File: config.mk
export PLATFORM = sky130hd
export DESIGN_NAME = tower_call_panel
export DESIGN_NICKNAME = d
export VERILOG_FILES = /design/src/rtl/tower_call_panel.sv
export SDC_FILE = /design/constraint.sdc
export NUM_CORES = 1
export LEC_CHECK = 0
export CAP_MARGIN = 20
export CORE_MARGIN = 2
export CORE_UTILIZATION = 45
export CTS_BUF_LIST = sky130_fd_sc_hd__clkbuf_16
export DETAILED_ROUTE_END_ITERATION = 8
export PLACE_DENSITY = 0.72
export SYNTH_ARGS = -nofsm -noshare
export SYNTH_HDL_FRONTEND = slang
export SYNTH_SLANG_ARGS = --single-unit
File: constraint.sdc
create_clock -name clk -period 3.5 [get_ports clk]
set_input_delay 0.7 -clock clk [delete_from_list [all_inputs] [get_ports clk]]
set_output_delay 0.7 -clock clk [all_outputs]
set_load 0.03 [all_outputs]
File: src/rtl/tower_call_panel.sv
// Hall call panel for a two-floor car: debounces the floor buttons, latches calls,
// and hands one trip at a time to the motion controller as a level request.
module tower_call_panel #(
  parameter int unsigned DEBOUNCE_CYCLES = 4,
  parameter int unsigned DWELL_CYCLES    = 8
) (
  input  logic clk,
  input  logic rst_n,
  input  logic btn_F1,
  input  logic btn_F2,
  input  logic sensor_F1,
  input  logic sensor_F2,
  input  logic motor_up,
  input  logic motor_down,
  input  logic door_open,
  output logic request_F1,
  output logic request_F2,
  output logic lamp_F1,
  output logic lamp_F2,
  output logic busy,
  output logic fault
);

  localparam int unsigned CW = $clog2(DEBOUNCE_CYCLES + 1);
  localparam int unsigned DW = (DWELL_CYCLES > 1) ? $clog2(DWELL_CYCLES) : 1;
  localparam logic [CW-1:0] DEB_MAX   = CW'(DEBOUNCE_CYCLES);
  localparam logic [DW-1:0] DWELL_MAX = DW'(DWELL_CYCLES - 1);

  typedef enum logic [1:0] {
    PARKED  = 2'd0,
    REQUEST = 2'd1,
    TRAVEL  = 2'd2
  } state_t;

  // Floor index: bit 0 = F1, bit 1 = F2
  logic [1:0]          w_btn;
  logic [1:0]          w_sensor;
  logic [1:0]          r_sync1;
  logic [1:0]          r_sync2;
  logic [1:0]          r_press;
  logic [1:0][CW-1:0]  r_cnt;
  logic [1:0][CW-1:0]  w_cnt_nxt;

  state_t              r_state;
  state_t              w_state_nxt;
  logic                r_target;
  logic                w_target_nxt;
  logic                r_car;
  logic                w_car_nxt;
  logic [DW-1:0]       r_dwell;
  logic [DW-1:0]       w_dwell_nxt;
  logic [1:0]          r_call;
  logic [1:0]          w_call_nxt;
  logic [1:0]          w_clr;
  logic [1:0]          w_ignore;
  logic                w_ack;
  logic                w_wrong_dir;
  logic                w_fault_nxt;

  assign w_btn    = {btn_F2, btn_F1};
  assign w_sensor = {sensor_F2, sensor_F1};

  // Debounce counters saturate so a held button produces a single press pulse
  always_comb begin
    w_cnt_nxt = '0;
    for (int i = 0; i < 2; i++) begin
      if (r_sync2[i]) begin
        w_cnt_nxt[i] = (r_cnt[i] == DEB_MAX) ? r_cnt[i] : r_cnt[i] + CW'(1);
      end
    end
  end

  always_ff @(posedge clk or negedge rst_n) begin
    if (!rst_n) begin
      r_sync1 <= '0;
      r_sync2 <= '0;
      r_cnt   <= '0;
      r_press <= '0;
    end else begin
      r_sync1 <= w_btn;
      r_sync2 <= r_sync1;
      r_cnt   <= w_cnt_nxt;
      for (int i = 0; i < 2; i++) begin
        r_press[i] <= (w_cnt_nxt[i] == DEB_MAX) && (r_cnt[i] != DEB_MAX);
      end
    end
  end

  assign w_ack       = r_target ? motor_up : motor_down;
  assign w_wrong_dir = r_target ? motor_down : motor_up;

  always_comb begin
    w_state_nxt  = r_state;
    w_target_nxt = r_target;
    w_car_nxt    = r_car;
    w_dwell_nxt  = '0;
    w_clr        = '0;
    w_ignore     = '0;
    w_call_nxt   = r_call;
    w_fault_nxt  = r_fault_src();

    case (r_state)
      PARKED: begin
        if (door_open) begin
          w_dwell_nxt = (r_dwell == DWELL_MAX) ? r_dwell : r_dwell + DW'(1);
        end
        if ((r_dwell == DWELL_MAX) && r_call[~r_car]) begin
          w_state_nxt  = REQUEST;
          w_target_nxt = ~r_car;
          w_dwell_nxt  = '0;
        end
      end
      REQUEST: begin
        if (w_ack) begin
          w_state_nxt = TRAVEL;
        end
      end
      TRAVEL: begin
        if (door_open && w_sensor[r_target]) begin
          w_state_nxt     = PARKED;
          w_car_nxt       = r_target;
          w_clr[r_target] = 1'b1;
        end
      end
      default: begin
        w_state_nxt = PARKED;
      end
    endcase

    // A clear on arrival takes priority over a coincident press
    for (int i = 0; i < 2; i++) begin
      w_ignore[i] = ((r_state == PARKED) && (r_car == 1'(i)) && door_open) ||
                    ((r_state != PARKED) && (r_target == 1'(i)));
      w_call_nxt[i] = w_clr[i] ? 1'b0 : (r_call[i] | (r_press[i] & ~w_ignore[i]));
    end
  end

  function automatic logic r_fault_src();
    return fault | (motor_up & motor_down) | (sensor_F1 & sensor_F2) |
           ((r_state != PARKED) & w_wrong_dir);
  endfunction

  always_ff @(posedge clk or negedge rst_n) begin
    if (!rst_n) begin
      r_state    <= PARKED;
      r_target   <= 1'b0;
      r_car      <= 1'b0;
      r_dwell    <= '0;
      r_call     <= '0;
      request_F1 <= 1'b0;
      request_F2 <= 1'b0;
      lamp_F1    <= 1'b0;
      lamp_F2    <= 1'b0;
      busy       <= 1'b0;
      fault      <= 1'b0;
    end else begin
      r_state    <= w_state_nxt;
      r_target   <= w_target_nxt;
      r_car      <= w_car_nxt;
      r_dwell    <= w_dwell_nxt;
      r_call     <= w_call_nxt;
      request_F1 <= (w_state_nxt == REQUEST) && !w_target_nxt;
      request_F2 <= (w_state_nxt == REQUEST) && w_target_nxt;
      lamp_F1    <= w_call_nxt[0];
      lamp_F2    <= w_call_nxt[1];
      busy       <= (w_state_nxt != PARKED);
      fault      <= w_fault_nxt;
    end
  end

endmodule
==> run summary <==
status = completed
sequential power share = 0.481
worst path required time = 2.80 ns
skew final = 0.00367 ns
# H-tree levels = 1
Crit-path slowest cell = clkdlybuf4s50_1
first-pass GRT wire length = 3820 um
DR pass1 iterations = 4
DRC viols = 0
P_leak = 0.000645 uW
crit start category = flop
Buf/Inv on CP = 1
Chip Width = 56.2 um
internal power = 535 uW
register area share after synthesis = 0.510
CP peak stage delay = 0.71 ns
Worst-Skew Late Latency = 0.26 ns
Vias = 887
Top FF cell, synth = dfrtp_1
crit path max fanout = 6
DR iter-0 viols = 24
Avg Inst Size Synth = 10.6 um2
commonest non-fill, non-tap cells in the layout = dfrtp_1 (25), clkdlybuf4s50_1 (14), inv_1 (12)
routed vias/inst = 5.54
Final period util = 0.602
hold-fix buffers at CTS = 0
Final Cell Area = 0.00145 mm2
crit path launch = r_call[0]$_DFF_PN0_
R2R Path Start = r_dwell[0]$_DFFE_PN0P_
VDD IR-drop max = 0.000407 V
worst-case reg-to-reg path depth = 4
CP top delay family = buffers and inverters
relative max-transition margin = 0.732
hold_sp = r_sync1[1]$_DFF_PN0_
reg2reg end = r_dwell[0]$_DFFE_PN0P_
Total Routed Length = 2230 um
cells along the critical path = clkdlybuf4s50_1
CTS tree = built
Mapped Area = 0.00123 mm2
Routed Antenna Nets = 0
Net Sw Frac = 0.271
proportion of power drawn by the clock network = 0.339
commonest non-fill, non-tap cell in the layout = dfrtp_1
initial core utilization = 0.486
worst slew pin tran = 0.402 ns
Post-CTS Resized = 0
ys async rst share = 1.00
CORE AREA = 0.00252 mm2
placed cell areas = 0.00137 mm2
Setup Viol. Count Final = 0
Die Area = 0.00316 mm2
Clock Path Buffers = 2
f_max = 0.474 GHz
Fin. Hold Viols = 0
antenna cells = 0
grt total ovfl = 0
Worst setup endpoint = lamp_F1
CP Data Arrival Time = 1.41 ns
Final min period = 2.11 ns
Critical Path Sink Type = output pin
syn nets = 131
switching power = 199 uW
CTS Buf Count = 3
Worst-path clk slew = 0.06 ns
Top-Level Pins = 15
Synth Warn # = 0
clk sinks = 25
Crit Path Category = reg -> out
MaxCap Viol Count = 0
Root Driver = clkbuf_16
Worst path depth = 1
largest net degree at the start of global routing = 26
initial antenna violation count = 0
Syn Inst Count = 116
setup repair after global routing missed its margin = false
synthesis-to-finish area growth = 18.6%
post-CTS setup repair buffer count = 0
R2R Setup Slk = 1.89 ns
Rows = 18
power per cell area = 504 mW/mm2
wire per inst = 14.0 um
post-DP HPWL = 1600 um
Post-synth EDFFs = 0
vias in the first global route = 846
Yosys reg bits = 25
Synth cell types = 39
part of the power in combinational logic = 0.180
Port Buffers = 14
layout cells sized above 1 = 0.0846
setup_tns = 0 ns
Min-Delay Path Class = reg -> reg
die height = 56.2 um
Slew Viols, Final = 0
gr usage total = 0.159
Routability Congestion = 0.782
Layout Nets = 146
==> cells by family (layout without fill, tap and decap cells) <==
family          after synthesis  in the layout  synth area share
buf+inv                      17             31            0.0673
compound gates               29             29             0.159
flops                        25             25             0.510
xor+xnor                      2              2            0.0143
fa+ha+maj                     6              6            0.0612
simple gates                 33             33             0.150
mux                           4              4            0.0378
==> cell usage after synthesis (2+ instances only) <==
cell type,n,area share
nor2b_1,3,0.015
a31oi_1,5,0.026
buf_2,3,0.012
nand3_1,4,0.016
o21ai_0,5,0.020
and2_1,2,0.010
a21oi_1,5,0.020
buf_6,2,0.018
nor2_1,4,0.012
xnor2_1,2,0.014
nand2_1,8,0.024
nor3_1,3,0.012
inv_1,12,0.037
mux2i_1,2,0.016
o21ai_1,2,0.0082
a21boi_0,2,0.012
ha_1,6,0.061
dfrtp_1,25,0.51
==> per-layer routing <==
layer  part of all wire  up-vias  track usage
met1               0.46      431        0.200
met2               0.49       15        0.255
met3              0.037        5       0.0465
met5                  0        -            0
met4              0.018        0       0.0612
li1                   -      436            -
==> final cells by class <==
| class | count | area (um2) |
|---|---|---|
| clock buffers | 3 | 75.1 |
| clock inverters | 1 | 5.00 |
| fillers | 225 | 1070 |
| inverters | 12 | 45.0 |
| multi-input cells | 74 | 518 |
| flip-flops and latches | 25 | 626 |
| well taps | 30 | 37.5 |
| repair buffers | 15 | 148 |
==> registers in the layout (all words and copies together) (netlist names), 2 cells and up <==
name	count
r_sync2	2
r_sync1	2
r_cnt	6
r_dwell	3
r_press	2
r_state	2
==> power groups by stage <==
stage,Combinational (uW),Sequential [uW],Clock (uW)
detailed placement,133,358,0
finish,132,353,248
global route,147,359,265
floorplan,87.9,355,0
global placement,127,356,0
CTS,134,353,256
==> worst min path at each step <==
stage / end / slack (ns) / depth (start not counted)
floorplan: r_sync2[0]$_DFF_PN0_ / 0.33 / 0
global placement: r_sync2[0]$_DFF_PN0_ / 0.34 / 0
detailed placement: r_sync2[0]$_DFF_PN0_ / 0.34 / 0
CTS: r_sync2[1]$_DFF_PN0_ / 0.36 / 0
global route: r_sync2[0]$_DFF_PN0_ / 0.36 / 0
finish: r_sync2[1]$_DFF_PN0_ / 0.36 / 0
==> metrics by stage <==
stage               worst slack (ns)  hold WS, ns  instances  utilization  power, uW
finish                          1.39        0.360        160        0.576        733
global route                    1.34        0.364        160        0.576        771
CTS                             1.38        0.362        160        0.576        743
detailed placement              1.49        0.336        156        0.545        491
global placement                1.52        0.339        156        0.545        483
floorplan                       2.04        0.331        116            -        442
(Power assumes the default switching activity.)
